<file path="src/rtl/s08_dma_ctrl_if.sv">
// Interface for the MiniS08 DMA sequencer: CPU register window plus shared-bus master signals.
// master = the DMA block's view, slave = the CPU/bus-fabric view.
interface s08_dma_ctrl_if #(
  parameter int AW = 10,
  parameter int DW = 8
);
  logic          cfg_sel;
  logic [2:0]    cfg_addr;
  logic          cfg_wr;
  logic          cfg_rd;
  logic [7:0]    cfg_wdata;
  logic [7:0]    cfg_rdata;
  logic          busreq;
  logic          busgnt;
  logic [AW-1:0] dma_abus;
  logic [DW-1:0] dma_dout;
  logic [DW-1:0] dma_din;
  logic          dma_read;
  logic          dma_write;
  logic          dma_oe;
  logic          done_irq;

  modport master (
    input  cfg_sel, cfg_addr, cfg_wr, cfg_rd, cfg_wdata, busgnt, dma_din,
    output cfg_rdata, busreq, dma_abus, dma_dout, dma_read, dma_write, dma_oe, done_irq
  );

  modport slave (
    output cfg_sel, cfg_addr, cfg_wr, cfg_rd, cfg_wdata, busgnt, dma_din,
    input  cfg_rdata, busreq, dma_abus, dma_dout, dma_read, dma_write, dma_oe, done_irq
  );
endinterface

</file>
<file path="src/rtl/s08_dma_ctrl.sv">
// Memory-to-memory DMA sequencer for the MiniS08 shared bus (REQ -> read -> write per byte).
// Optional constant-fill mode is compiled in with macro DMA_FILL_EN.
module s08_dma_ctrl #(
  parameter int AW     = 10,
  parameter int DW     = 8,
  parameter int RD_LAT = 1
) (
  input  logic           clk50,
  input  logic           resetin,
  s08_dma_ctrl_if.master bus
);

  localparam int LW = (RD_LAT > 1) ? $clog2(RD_LAT) : 1;

  typedef enum logic [2:0] {
    S_IDLE, S_REQ, S_RDA, S_RDD, S_WR, S_REL
  } state_t;

  state_t        r_state, w_state_next;
  logic [AW-1:0] r_src, r_dst;
  logic [7:0]    r_cnt;
  logic [DW-1:0] r_data;
  logic [LW-1:0] r_lat;
  logic          r_inc_src, r_inc_dst;
  logic          r_done, r_aborted, r_abort_pend;

  logic          w_cfg_wr, w_ctrl_wr, w_stat_rd, w_busy, w_start, w_abort, w_fill;
  logic          w_busreq, w_oe, w_rd, w_wr, w_step, w_capture;
  logic [AW-1:0] w_abus;
  logic [DW-1:0] w_dout;
  logic [15:0]   w_src_x, w_dst_x;
  logic [7:0]    w_rdata;
  logic          w_unused;

`ifdef DMA_FILL_EN
  logic r_fill;
  assign w_fill   = r_fill;
  assign w_unused = ^{bus.cfg_wdata[7], bus.cfg_wdata[5:4]};
`else
  assign w_fill   = 1'b0;
  assign w_unused = ^{bus.cfg_wdata[7], bus.cfg_wdata[5:3]};
`endif

  assign w_cfg_wr  = bus.cfg_sel & bus.cfg_wr;
  assign w_ctrl_wr = w_cfg_wr & (bus.cfg_addr == 3'd5);
  assign w_stat_rd = bus.cfg_sel & bus.cfg_rd & (bus.cfg_addr == 3'd5);
  assign w_busy    = (r_state != S_IDLE);
  assign w_start   = w_ctrl_wr & bus.cfg_wdata[0] & ~w_busy;
  // An abort written this very cycle counts, so REQ can bail out without waiting a clock.
  assign w_abort   = r_abort_pend | (w_ctrl_wr & bus.cfg_wdata[6]);

  always_comb begin
    w_state_next = r_state;
    w_busreq     = 1'b0;
    w_oe         = 1'b0;
    w_rd         = 1'b0;
    w_wr         = 1'b0;
    w_abus       = '0;
    w_dout       = '0;
    w_step       = 1'b0;
    w_capture    = 1'b0;
    case (r_state)
      S_IDLE: begin
        if (w_start) w_state_next = S_REQ;
      end
      S_REQ: begin
        w_busreq = 1'b1;
        if (w_abort)         w_state_next = S_REL;
        else if (bus.busgnt) w_state_next = w_fill ? S_WR : S_RDA;
      end
      S_RDA, S_RDD: begin
        w_busreq = 1'b1;
        if (!bus.busgnt) begin
          w_state_next = S_REQ;
        end else begin
          w_oe   = 1'b1;
          w_rd   = 1'b1;
          w_abus = r_src;
          if (r_state == S_RDA) begin
            w_state_next = S_RDD;
          end else if (r_lat == LW'(RD_LAT - 1)) begin
            w_capture    = 1'b1;
            w_state_next = S_WR;
          end
        end
      end
      S_WR: begin
        w_busreq = 1'b1;
        if (!bus.busgnt) begin
          w_state_next = S_REQ;
        end else begin
          w_oe   = 1'b1;
          w_wr   = 1'b1;
          w_abus = r_dst;
          w_dout = w_fill ? r_src[DW-1:0] : r_data;
          w_step = 1'b1;
          if (r_cnt == 8'd1 || w_abort) w_state_next = S_REL;
          else                          w_state_next = w_fill ? S_WR : S_RDA;
        end
      end
      S_REL:   w_state_next = S_IDLE;
      default: w_state_next = S_IDLE;
    endcase
  end

  always_ff @(posedge clk50) begin
    if (!resetin) begin
      r_state      <= S_IDLE;
      r_src        <= '0;
      r_dst        <= '0;
      r_cnt        <= '0;
      r_data       <= '0;
      r_lat        <= '0;
      r_inc_src    <= 1'b0;
      r_inc_dst    <= 1'b0;
      r_done       <= 1'b0;
      r_aborted    <= 1'b0;
      r_abort_pend <= 1'b0;
`ifdef DMA_FILL_EN
      r_fill       <= 1'b0;
`endif
    end else begin
      r_state <= w_state_next;
      if (r_state == S_RDD && w_state_next == S_RDD) r_lat <= r_lat + 1'b1;
      else                                           r_lat <= '0;
      if (w_capture) r_data <= bus.dma_din;

      if (w_cfg_wr && !w_busy) begin
        case (bus.cfg_addr)
          3'd0: r_src[AW-1:8] <= bus.cfg_wdata[AW-9:0];
          3'd1: r_src[7:0]    <= bus.cfg_wdata;
          3'd2: r_dst[AW-1:8] <= bus.cfg_wdata[AW-9:0];
          3'd3: r_dst[7:0]    <= bus.cfg_wdata;
          3'd4: r_cnt         <= bus.cfg_wdata;
          3'd5: begin
            r_inc_src <= bus.cfg_wdata[1];
            r_inc_dst <= bus.cfg_wdata[2];
`ifdef DMA_FILL_EN
            r_fill    <= bus.cfg_wdata[3];
`endif
          end
          default: ;
        endcase
      end

      // Fill mode keeps SRC fixed because SRCL is the constant being written.
      if (w_step) begin
        r_src <= r_src + AW'(r_inc_src & ~w_fill);
        r_dst <= r_dst + AW'(r_inc_dst);
        r_cnt <= r_cnt - 8'd1;
      end

      if (!w_busy || r_state == S_REL)       r_abort_pend <= 1'b0;
      else if (w_ctrl_wr && bus.cfg_wdata[6]) r_abort_pend <= 1'b1;

      if (w_stat_rd) begin
        r_done    <= 1'b0;
        r_aborted <= 1'b0;
      end
      if (r_state == S_REL) begin
        r_done <= 1'b1;
        if (r_abort_pend) r_aborted <= 1'b1;
      end
    end
  end

  assign w_src_x = 16'(r_src);
  assign w_dst_x = 16'(r_dst);

  always_comb begin
    w_rdata = 8'h00;
    case (bus.cfg_addr)
      3'd0:    w_rdata = w_src_x[15:8];
      3'd1:    w_rdata = r_src[7:0];
      3'd2:    w_rdata = w_dst_x[15:8];
      3'd3:    w_rdata = r_dst[7:0];
      3'd4:    w_rdata = r_cnt;
      3'd5:    w_rdata = {r_aborted, 3'b000, w_fill, r_inc_src, r_done, w_busy};
      default: w_rdata = 8'h00;
    endcase
  end

  assign bus.cfg_rdata = w_rdata;
  assign bus.busreq    = w_busreq;
  assign bus.dma_oe    = w_oe;
  assign bus.dma_read  = w_rd;
  assign bus.dma_write = w_wr;
  assign bus.dma_abus  = w_abus;
  assign bus.dma_dout  = w_dout;
  assign bus.done_irq  = r_done;

endmodule

</file>
<file path="src/flat_wrapper.sv">
// flat-port wrapper written by rule: the top's interface ports become plain ports
module s08_dma_ctrl_flat 
#(
  parameter int AW     = 10,
  parameter int DW     = 8,
  parameter int RD_LAT = 1
)
  (clk50, resetin, bus_cfg_sel, bus_cfg_addr, bus_cfg_wr, bus_cfg_rd, bus_cfg_wdata, bus_busgnt, bus_dma_din, bus_cfg_rdata, bus_busreq, bus_dma_abus, bus_dma_dout, bus_dma_read, bus_dma_write, bus_dma_oe, bus_done_irq);
  s08_dma_ctrl_if #(.AW(AW), .DW(DW)) bus_i ();
  input  logic clk50;
  input  logic resetin;
  input wire logic [$bits(bus_i.cfg_sel)-1:0] bus_cfg_sel;
  input wire logic [$bits(bus_i.cfg_addr)-1:0] bus_cfg_addr;
  input wire logic [$bits(bus_i.cfg_wr)-1:0] bus_cfg_wr;
  input wire logic [$bits(bus_i.cfg_rd)-1:0] bus_cfg_rd;
  input wire logic [$bits(bus_i.cfg_wdata)-1:0] bus_cfg_wdata;
  input wire logic [$bits(bus_i.busgnt)-1:0] bus_busgnt;
  input wire logic [$bits(bus_i.dma_din)-1:0] bus_dma_din;
  output wire logic [$bits(bus_i.cfg_rdata)-1:0] bus_cfg_rdata;
  output wire logic [$bits(bus_i.busreq)-1:0] bus_busreq;
  output wire logic [$bits(bus_i.dma_abus)-1:0] bus_dma_abus;
  output wire logic [$bits(bus_i.dma_dout)-1:0] bus_dma_dout;
  output wire logic [$bits(bus_i.dma_read)-1:0] bus_dma_read;
  output wire logic [$bits(bus_i.dma_write)-1:0] bus_dma_write;
  output wire logic [$bits(bus_i.dma_oe)-1:0] bus_dma_oe;
  output wire logic [$bits(bus_i.done_irq)-1:0] bus_done_irq;
  assign bus_i.cfg_sel = bus_cfg_sel;
  assign bus_i.cfg_addr = bus_cfg_addr;
  assign bus_i.cfg_wr = bus_cfg_wr;
  assign bus_i.cfg_rd = bus_cfg_rd;
  assign bus_i.cfg_wdata = bus_cfg_wdata;
  assign bus_i.busgnt = bus_busgnt;
  assign bus_i.dma_din = bus_dma_din;
  assign bus_cfg_rdata = bus_i.cfg_rdata;
  assign bus_busreq = bus_i.busreq;
  assign bus_dma_abus = bus_i.dma_abus;
  assign bus_dma_dout = bus_i.dma_dout;
  assign bus_dma_read = bus_i.dma_read;
  assign bus_dma_write = bus_i.dma_write;
  assign bus_dma_oe = bus_i.dma_oe;
  assign bus_done_irq = bus_i.done_irq;
  s08_dma_ctrl #(.AW(AW), .DW(DW), .RD_LAT(RD_LAT)) u_core (.clk50(clk50), .resetin(resetin), .bus(bus_i));
endmodule
</file>
<file path="config.mk">
export PLATFORM = sky130hd
export DESIGN_NAME = s08_dma_ctrl_flat
export DESIGN_NICKNAME = d
export VERILOG_FILES = /design/src/rtl/s08_dma_ctrl_if.sv /design/src/rtl/s08_dma_ctrl.sv /design/src/flat_wrapper.sv
export SDC_FILE = /design/constraint.sdc
export NUM_CORES = 1
export LEC_CHECK = 0
export ABC_AREA = 1
export CAP_MARGIN = 20
export CORE_MARGIN = 2
export CORE_UTILIZATION = 50
export DETAILED_ROUTE_END_ITERATION = 6
export PLACE_DENSITY_LB_ADDON = 0.2
export SYNTH_ARGS = -nofsm -noshare
export SYNTH_HDL_FRONTEND = slang
export SYNTH_SLANG_ARGS = --single-unit
</file>
<file path="constraint.sdc">
create_clock -name clk50 -period 4.5 [get_ports clk50]
set_clock_uncertainty 0.05 [all_clocks]
set_input_delay 0.675 -clock clk50 [delete_from_list [all_inputs] [get_ports clk50]]
set_output_delay 0.675 -clock clk50 [all_outputs]
set_load 0.05 [all_outputs]
</file>
==> flow_summary.html, run 1 <==
<table>
<tr><th>Metric</th><th>Value</th></tr>
<tr><th colspan="2">Run status</th></tr>
<tr><td>Result of the run</td><td>completed</td></tr>
<tr><th colspan="2">Place</th></tr>
<tr><td>Count of input and output buffers</td><td>55</td></tr>
<tr><td>Setup slack at placement</td><td>938 ps</td></tr>
<tr><td>Global placement routability congestion</td><td>0.995</td></tr>
<tr><td>Dpl cells</td><td>614</td></tr>
<tr><td>Placed wire-length estimate after detailed placement</td><td>6840 um</td></tr>
<tr><th colspan="2">Timing</th></tr>
<tr><td>Setup TNS</td><td>0 ps</td></tr>
<tr><td>Final worst-path setup slack</td><td>876 ps</td></tr>
<tr><td>Worst slew slack as a fraction of its limit</td><td>64.1%</td></tr>
<tr><td>Number of max-slew violations in the final report</td><td>0</td></tr>
<tr><td>Final critical path time including I/O delays and setup</td><td>3620 ps</td></tr>
<tr><td>Setup violation total in the final timing report</td><td>0</td></tr>
<tr><td>Setup repair after global routing missed its margin</td><td>false</td></tr>
<tr><td>Fmax</td><td>0.276 GHz</td></tr>
<tr><td>Worst hold margin</td><td>434 ps</td></tr>
<tr><td>Worst-margin pin slew</td><td>538 ps</td></tr>
<tr><td>Final hold violation count</td><td>0</td></tr>
<tr><td>Portion of the clock cycle consumed by the worst path in the final layout</td><td>80.5%</td></tr>
<tr><th colspan="2">Detailed routing</th></tr>
<tr><td>Number of search-and-repair iterations in the first detailed-routing pass</td><td>5</td></tr>
<tr><td>Remaining design rule violation count</td><td>0</td></tr>
<tr><td>Overall via count from detail_route</td><td>3,465</td></tr>
<tr><td>Routed WL per cell</td><td>14.4 um</td></tr>
<tr><td>Post-route ant nets</td><td>0</td></tr>
<tr><td>Vias per inst</td><td>5.57</td></tr>
<tr><td>1st-iter DRT viols</td><td>310</td></tr>
<tr><td>Final Routed Wirelength</td><td>8970 um</td></tr>
<tr><th colspan="2">Setup path</th></tr>
<tr><td>Max Fanout on Critical Path</td><td>5</td></tr>
<tr><td>Worst Setup End Kind</td><td>output port</td></tr>
<tr><td>Worst-case reg-to-reg path depth</td><td>10</td></tr>
<tr><td>Arrival time of data at the critical path endpoint</td><td>2900 ps</td></tr>
<tr><td>Longest individual stage delay on the worst path</td><td>830 ps</td></tr>
<tr><td>Slowest CP cell</td><td>clkdlybuf4s50_1</td></tr>
<tr><td>Crit path kind</td><td>in2out</td></tr>
<tr><td>Cell-by-cell trace of the critical path</td><td>clkdlybuf4s50_1, nand3_1, inv_1, nand2_1, o21ai_0, a21oi_1, o21ai_0, clkdlybuf4s50_1</td></tr>
<tr><td>Data required time of the worst path</td><td>3770 ps</td></tr>
<tr><td>Setup crit start kind</td><td>input pin</td></tr>
<tr><th colspan="2">Logic synthesis</th></tr>
<tr><td>Portion of synthesized cell area occupied by the leading cell type</td><td>30.4%</td></tr>
<tr><td>Share of synthesized area occupied by flip-flops and latches</td><td>30.4%</td></tr>
<tr><td>Dominant synthesized flop cell</td><td>dfxtp_1</td></tr>
<tr><td>Synth warn</td><td>0</td></tr>
<tr><td>Syn Nets</td><td>524</td></tr>
<tr><td>Cell types with the largest area share after synthesis</td><td>dfxtp_1 30%, nand2_1 15%, nor2_1 10%, o21ai_0 7.8%, inv_1 7.7%</td></tr>
<tr><td>Async set-or-reset flop fraction in the synthesized netlist</td><td>0%</td></tr>
<tr><td>Leading cell types by count after synthesis</td><td>122 x nand2_1, 80 x nor2_1, 61 x inv_1</td></tr>
<tr><td>Post-synth EDFFs</td><td>0</td></tr>
<tr><td>Mapped Cells</td><td>493</td></tr>
<tr><td>Netlist cell types</td><td>33</td></tr>
<tr><td>Number of synthesized register bits</td><td>45</td></tr>
<tr><td>Most common cell in the netlist</td><td>nand2_1</td></tr>
<tr><td>Average cell area after synthesis</td><td>6.01 um2</td></tr>
<tr><td>Most area-hungry cell type in the Yosys netlist</td><td>dfxtp_1</td></tr>
<tr><td>Cell area after synthesis</td><td>2960 um2</td></tr>
<tr><th colspan="2">Floorplanning</th></tr>
<tr><td>Chip height</td><td>81.0 um</td></tr>
<tr><td>Die width</td><td>81.0 um</td></tr>
<tr><td>Floorplan die area</td><td>6550 um2</td></tr>
<tr><td>Effective utilization at floorplan</td><td>50.9%</td></tr>
<tr><td>Number of top-level pins</td><td>56</td></tr>
<tr><td>Site Rows</td><td>28</td></tr>
<tr><td>Core area</td><td>5820 um2</td></tr>
<tr><th colspan="2">Finish</th></tr>
<tr><td>Share of post-route cells with drive strength above 1</td><td>5.48%</td></tr>
<tr><td>Nets@finish</td><td>577</td></tr>
<tr><td>Count of placed standard cells in the final layout, fillers left out</td><td>622</td></tr>
<tr><td>Area added between synthesis and finish</td><td>24.1%</td></tr>
<tr><td>Diodes inserted</td><td>0</td></tr>
<tr><th colspan="2">Power</th></tr>
<tr><td>Static Leak</td><td>1.55 nW</td></tr>
<tr><td>Worst voltage drop across the vdd grid</td><td>190 uV</td></tr>
<tr><td>Power density over the cells</td><td>208 nW/um2</td></tr>
<tr><th colspan="2">Clock network</th></tr>
<tr><td>Clock tree from TritonCTS</td><td>built</td></tr>
<tr><td>Clock tree sinks</td><td>45</td></tr>
<tr><td>Clock-pin slew on the worst setup and hold paths</td><td>80 ps</td></tr>
<tr><td>CTS H-tree lvls</td><td>2</td></tr>
<tr><td>Post-CTS Setup Inserts</td><td>0</td></tr>
<tr><td>CTS Buf Count</td><td>5</td></tr>
<tr><td>Post-CTS Resized</td><td>0</td></tr>
<tr><td>Number of buffers inserted by hold repair at cts</td><td>0</td></tr>
<tr><td>Source-to-sink clock delay at the later pin of the worst-skew pair</td><td>300 ps</td></tr>
<tr><td>CTS max path bufs</td><td>2</td></tr>
<tr><td>Root Buffer Master</td><td>clkbuf_8</td></tr>
<tr><th colspan="2">Flow run</th></tr>
<tr><td>Max cap viols</td><td>0</td></tr>
<tr><th colspan="2">GRT</th></tr>
<tr><td>Maximum number of pins on one net before global-route repair</td><td>32</td></tr>
<tr><td>Wire length of the first global-routing pass</td><td>14,200 um</td></tr>
<tr><td>GR Overflow Total</td><td>0</td></tr>
<tr><td>Vias in the first global route</td><td>2,998</td></tr>
<tr><td>Global-route usage over all layers</td><td>28.6%</td></tr>
<tr><td>Number of antenna violations at the first check in global routing</td><td>0</td></tr>
<tr><th colspan="2">Hold path</th></tr>
<tr><td>Hold/Removal Path Class</td><td>reg2reg</td></tr>
<tr><td>Number of cells on the worst hold path</td><td>2</td></tr>
</table>
==> cells in the final DEF (no fill, tap or decap) <==
cell             count
a21boi_0             1
inv_2                3
a31oi_1              1
conb_1               1
nor3b_1              1
nor2_2               4
o221ai_1             4
clkdlybuf4s50_1     52
inv_1               61
o22ai_1              8
o21ai_1              6
or3_1                1
nor3_1               1
nand3_2              4
ha_1                 6
nand2_1            122
buf_12               2
clkinv_2             1
nor4_1               1
nor2_1              80
o21ai_2              2
nor2_4               2
a32o_1               1
a21oi_1             30
nand3_1             43
nand4_1              3
buf_4                5
xor2_1               1
o21a_1               1
o2111ai_1            1
dfxtp_1             45
clkbuf_8             6
o21ai_0             46
clkinv_4             1
==> through the flow <==
stage	power, W	utilization, %	instance area [um2]
after floorplan	0.000461	-	2960
after global placement	0.000502	61.5	3580
after detailed placement	0.000503	61.5	3580
after CTS	0.000767	63.2	3670
after global routing	0.000794	63.2	3670
final	0.000763	63.2	3670
==> area by class of cell <==
type | count | area [um2]
Sequential cell | 45 | 901
Fill cell | 580 | 2140
Multi-Input combinational cell | 371 | 1750
Inverter | 64 | 240
Clock buffer | 6 | 82.6
Clock inverter | 2 | 13.8
Timing Repair Buffer | 59 | 598
Tap cell | 75 | 93.8
==> path summary, 6_finish.rpt <==
| check | from | end | slack (ps) |
|---|---|---|---|
| worst max register to register | u_core.r_state[0]$_SDFF_PN0_ | u_core.r_dst[6]$_SDFFE_PN0P_ | 2360 |
| worst min register to register | u_core.r_aborted$_SDFF_PN0_ | u_core.r_aborted$_SDFF_PN0_ | 430 |
| worst max-delay path | bus_cfg_addr[0] | bus_cfg_rdata[7] | 880 |
| worst min-delay path | u_core.r_aborted$_SDFF_PN0_ | u_core.r_aborted$_SDFF_PN0_ | 430 |
==> per-layer routing <==
layer	track usage, %	routed length, um
met2	46.5	4160
met1	37.7	3900
met4	11.4	233
met5	0	0
met3	4.78	673
==> cells by family (layout without fill, tap and decap cells) <==
kind of cell    after synthesis  in the layout  synth area share, %
simple gates                262            262                 37.3
compound gates              101            101                 18.7
buf+inv                      77            131                 10.6
flops                        45             45                 30.4
fa+ha+maj                     6              6                 2.53
other cells                   1              1                0.127
xor+xnor                      1              1                0.296
==> power breakdown <==
group	internal [W]	switching, W	total (W)
logic	0.0000354	0.0000515	0.0000868
clock network	0.000125	0.000143	0.000267
registers	0.000403	0.00000570	0.000409
==> state kept, by name, summed over array words and instances, names as in the netlist <==
register / flops
u_core.r_state: 3
u_core.r_inc_dst: 1
u_core.r_src: 10
u_core.r_aborted: 1
u_core.r_lat: 1
u_core.r_dst: 10
u_core.r_inc_src: 1
u_core.r_abort_pend: 1
u_core.bus.done_irq: 1
u_core.r_data: 8
u_core.r_cnt: 8
==> critical path: cells and delay by family <==
kind,cells,cell delay [ps]
buffers and inverters,3,1640
AO/OA/AOI/OAI,3,300
AND/OR/NAND/NOR,2,280
(Power assumes the default switching activity.)
==> run 2: changes to the inputs <==
--- a/config.mk
+++ b/config.mk
@@ -8,7 +8,7 @@
 export ABC_AREA = 1
 export CAP_MARGIN = 20
 export CORE_MARGIN = 2
-export CORE_UTILIZATION = 50
+export CORE_UTILIZATION = 47
 export DETAILED_ROUTE_END_ITERATION = 6
 export PLACE_DENSITY_LB_ADDON = 0.2
 export SYNTH_ARGS = -nofsm -noshare
==> constraint.sdc (replaced) <==
create_clock -name clk50 -period 3.2 [get_ports clk50]
set_clock_uncertainty 0.05 [all_clocks]
set_input_delay 0.48 -clock clk50 [delete_from_list [all_inputs] [get_ports clk50]]
set_output_delay 0.48 -clock clk50 [all_outputs]
set_load 0.05 [all_outputs]
==> flow_summary.html, run 2 (synthesis gave the netlist of run 1 again) <==
<table>
<tr><th>Metric</th><th>Value</th></tr>
<tr><th colspan="2">Setup path</th></tr>
<tr><td>Arrival time of data at the critical path endpoint</td><td>2240 ps (was 2900 ps)</td></tr>
<tr><td>Worst Setup End Kind</td><td>output port (unchanged)</td></tr>
<tr><td>Data required time of the worst path</td><td>2670 ps (was 3770 ps)</td></tr>
<tr><td>Worst reg2reg startpoint</td><td>u_core.r_state[0]$_SDFF_PN0_ (unchanged)</td></tr>
<tr><td>Termination of the worst setup path</td><td>bus_dma_dout[6] (was bus_cfg_rdata[7])</td></tr>
<tr><td>Critical Path Source</td><td>bus_busgnt (was bus_cfg_addr[0])</td></tr>
<tr><td>Setup crit start kind</td><td>input pin (unchanged)</td></tr>
<tr><td>Cell-by-cell trace of the critical path</td><td>clkdlybuf4s50_1, buf_4, nand2_1, nor2_1, clkdlybuf4s50_1 (was clkdlybuf4s50_1, nand3_1, inv_1, nand2_1, o21ai_0, a21oi_1, o21ai_0, clkdlybuf4s50_1)</td></tr>
<tr><td>Longest individual stage delay on the worst path</td><td>820 ps (was 830 ps)</td></tr>
<tr><td>Reg-to-reg slack, setup</td><td>1260 ps (was 2360 ps)</td></tr>
<tr><td>Slowest CP cell</td><td>clkdlybuf4s50_1 (unchanged)</td></tr>
<tr><td>Crit path top cell by count</td><td>clkdlybuf4s50_1</td></tr>
<tr><td>Worst-case reg-to-reg path depth</td><td>8 (was 10)</td></tr>
<tr><td>Crit path kind</td><td>in2out (unchanged)</td></tr>
<tr><td>Reg2Reg Capture Point</td><td>u_core.r_dst[9]$_SDFFE_PN0P_ (was u_core.r_dst[6]$_SDFFE_PN0P_)</td></tr>
<tr><td>Max Fanout on Critical Path</td><td>10 (was 5)</td></tr>
<tr><th colspan="2">Clock network</th></tr>
<tr><td>Post-CTS Resized</td><td>0 (unchanged)</td></tr>
<tr><td>Source-to-sink clock delay at the later pin of the worst-skew pair</td><td>290 ps (was 300 ps)</td></tr>
<tr><td>CTS H-tree lvls</td><td>2 (unchanged)</td></tr>
<tr><td>CTS max path bufs</td><td>2 (unchanged)</td></tr>
<tr><td>Post-CTS Setup Inserts</td><td>0 (unchanged)</td></tr>
<tr><td>Root Buffer Master</td><td>clkbuf_8 (unchanged)</td></tr>
<tr><td>Number of buffers inserted by hold repair at cts</td><td>0 (unchanged)</td></tr>
<tr><td>Clock tree from TritonCTS</td><td>built (unchanged)</td></tr>
<tr><td>CTS Buf Count</td><td>5 (unchanged)</td></tr>
<tr><td>Clock tree sinks</td><td>45 (unchanged)</td></tr>
<tr><td>Clock-pin slew on the worst setup and hold paths</td><td>90 ps (was 80 ps)</td></tr>
<tr><th colspan="2">Detailed routing</th></tr>
<tr><td>Vias per inst</td><td>5.58 (was 5.57)</td></tr>
<tr><td>Number of search-and-repair iterations in the first detailed-routing pass</td><td>5 (unchanged)</td></tr>
<tr><td>Routed WL per cell</td><td>14.7 um (was 14.4 um)</td></tr>
<tr><td>1st-iter DRT viols</td><td>413 (was 310)</td></tr>
<tr><td>Final Routed Wirelength</td><td>9180 um (was 8970 um)</td></tr>
<tr><td>Post-route ant nets</td><td>0 (unchanged)</td></tr>
<tr><td>Overall via count from detail_route</td><td>3,481 (was 3,465)</td></tr>
<tr><td>Remaining design rule violation count</td><td>0 (unchanged)</td></tr>
<tr><th colspan="2">GRT</th></tr>
<tr><td>GR Overflow Total</td><td>0 (unchanged)</td></tr>
<tr><td>Number of antenna violations at the first check in global routing</td><td>0 (unchanged)</td></tr>
<tr><td>Vias in the first global route</td><td>3,184 (was 2,998)</td></tr>
<tr><td>Maximum number of pins on one net before global-route repair</td><td>32 (unchanged)</td></tr>
<tr><td>Wire length of the first global-routing pass</td><td>15,300 um (was 14,200 um)</td></tr>
<tr><td>Global-route usage over all layers</td><td>26.6% (was 28.6%)</td></tr>
<tr><th colspan="2">Power</th></tr>
<tr><td>Design Power</td><td>0.00115 W (was 0.000763 W)</td></tr>
<tr><td>Power density over the cells</td><td>300 nW/um2 (was 208 nW/um2)</td></tr>
<tr><td>Static Leak</td><td>1.64 nW (was 1.55 nW)</td></tr>
<tr><td>Worst voltage drop across the vdd grid</td><td>245 uV (was 190 uV)</td></tr>
<tr><th colspan="2">Finish</th></tr>
<tr><td>Diodes inserted</td><td>0 (unchanged)</td></tr>
<tr><td>Leading cell type in the layout, fill and taps excluded</td><td>nand2_1 (unchanged)</td></tr>
<tr><td>Area added between synthesis and finish</td><td>29.2% (was 24.1%)</td></tr>
<tr><td>Share of post-route cells with drive strength above 1</td><td>8.93% (was 5.48%)</td></tr>
<tr><td>FILL cells</td><td>576 (was 580)</td></tr>
<tr><td>Most frequent cells in the layout</td><td>122 x nand2_1, 80 x nor2_1, 61 x inv_1 (unchanged)</td></tr>
<tr><td>Nets@finish</td><td>579 (was 577)</td></tr>
<tr><td>Top flop regs</td><td>u_core.r_dst x10, u_core.r_src x10 (unchanged)</td></tr>
<tr><td>Layout Cell Area excl Fill</td><td>3830 um2 (was 3670 um2)</td></tr>
<tr><td>Count of placed standard cells in the final layout, fillers left out</td><td>624 (was 622)</td></tr>
<tr><th colspan="2">Place</th></tr>
<tr><td>Instance area at placement</td><td>3710 um2 (was 3580 um2)</td></tr>
<tr><td>Global placement routability congestion</td><td>0.951 (was 0.995)</td></tr>
<tr><td>Count of input and output buffers</td><td>55 (unchanged)</td></tr>
<tr><td>Placed wire-length estimate after detailed placement</td><td>6960 um (was 6840 um)</td></tr>
<tr><td>Dpl cells</td><td>616 (was 614)</td></tr>
<tr><th colspan="2">Floorplanning</th></tr>
<tr><td>Floorplan die area</td><td>6950 um2 (was 6550 um2)</td></tr>
<tr><td>Chip height</td><td>83.4 um (was 81.0 um)</td></tr>
<tr><td>Core area</td><td>5990 um2 (was 5820 um2)</td></tr>
<tr><td>Number of top-level pins</td><td>56 (unchanged)</td></tr>
<tr><td>Die width</td><td>83.4 um (was 81.0 um)</td></tr>
<tr><td>Site Rows</td><td>28 (unchanged)</td></tr>
<tr><td>Effective utilization at floorplan</td><td>49.4% (was 50.9%)</td></tr>
<tr><th colspan="2">Timing</th></tr>
<tr><td>Final critical path time including I/O delays and setup</td><td>2770 ps</td></tr>
<tr><td>Number of max-slew violations in the final report</td><td>0 (unchanged)</td></tr>
<tr><td>Worst-margin pin slew</td><td>500 ps (was 538 ps)</td></tr>
<tr><td>Portion of the clock cycle consumed by the worst path in the final layout</td><td>86.7%</td></tr>
<tr><td>Fmax</td><td>0.360 GHz</td></tr>
<tr><td>Setup TNS</td><td>0 ps (unchanged)</td></tr>
<tr><td>Final hold violation count</td><td>0 (unchanged)</td></tr>
<tr><td>Worst slew slack as a fraction of its limit</td><td>66.5% (was 64.1%)</td></tr>
<tr><td>Setup violation total in the final timing report</td><td>0 (unchanged)</td></tr>
<tr><td>Setup repair after global routing missed its margin</td><td>false (unchanged)</td></tr>
<tr><th colspan="2">Run status</th></tr>
<tr><td>Result of the run</td><td>completed (unchanged)</td></tr>
<tr><th colspan="2">Hold path</th></tr>
<tr><td>Hold/Removal Path Class</td><td>reg2reg (unchanged)</td></tr>
<tr><td>Number of cells on the worst hold path</td><td>2 (unchanged)</td></tr>
<tr><th colspan="2">Flow run</th></tr>
<tr><td>Max cap viols</td><td>0 (unchanged)</td></tr>
</table>
run 2: cell types whose count changed in the layout (fill, tap and decap cells not counted):
cell             previous run  this run
clkdlybuf4s50_1            52        34
bufinv_16                   0         1
clkinv_2                    1         0
clkbuf_1                    0         1
buf_4                       5        12
buf_12                      2        15
clkinv_4                    1         0
run 2: worst min path at each step:
stage / from / to
6_report: u_core.r_aborted$_SDFF_PN0_ / u_core.r_aborted$_SDFF_PN0_
3_3_place_gp: u_core.r_aborted$_SDFF_PN0_ / u_core.r_aborted$_SDFF_PN0_
2_1_floorplan: u_core.r_aborted$_SDFF_PN0_ / u_core.r_aborted$_SDFF_PN0_
4_1_cts: u_core.r_aborted$_SDFF_PN0_ / u_core.r_aborted$_SDFF_PN0_
5_1_grt: u_core.r_aborted$_SDFF_PN0_ / u_core.r_aborted$_SDFF_PN0_
3_5_place_dp: u_core.r_aborted$_SDFF_PN0_ / u_core.r_aborted$_SDFF_PN0_
run 2: layout make-up:
class	instances	area [um2]	share of cell area [%]
Multi-Input combinational cell	371	1750	45.6
Sequential cell	45	901	23.5
Timing Repair Buffer	61	731	19.1
Inverter	64	240	6.28
Tap cell	75	93.8	2.45
Clock buffer	7	86.3	2.26
Clock inverter	1	30.0	0.785
run 2: per-layer routing:
| metal | global-route usage, % | up-vias | routed length (um) |
|---|---|---|---|
| met3 | 4.27 | 27 | 728 |
| li1 | - | 1707 | - |
| met5 | 0 | - | 0 |
| met2 | 44.4 | 180 | 4170 |
| met1 | 34.6 | 1567 | 4020 |
| met4 | 9.54 | 0 | 259 |
run 2: metrics by stage:
step | setup slack (ps) | hold slack [ps] | util, %
final | 426 | 419 | 63.9
after floorplan | 700 | 390 | -
after detailed placement | 428 | 402 | 61.9
after CTS | 428 | 416 | 63.9
after global placement | 480 | 399 | 61.9
after global routing | 300 | 461 | 63.9
run 2: where the power goes:
part	internal, W	leakage (nW)	switching, W
Clock	0.000255	0.0585	0.000196
Combinational	0.0000502	1.21	0.0000730
Sequential	0.000567	0.364	0.00000775
Total	0.000872	1.64	0.000276
run 2: critical path, delay by kind of cell:
kind	cells	cell delay, ps
buffers and inverters	3	1580
AND/OR/NAND/NOR	2	180
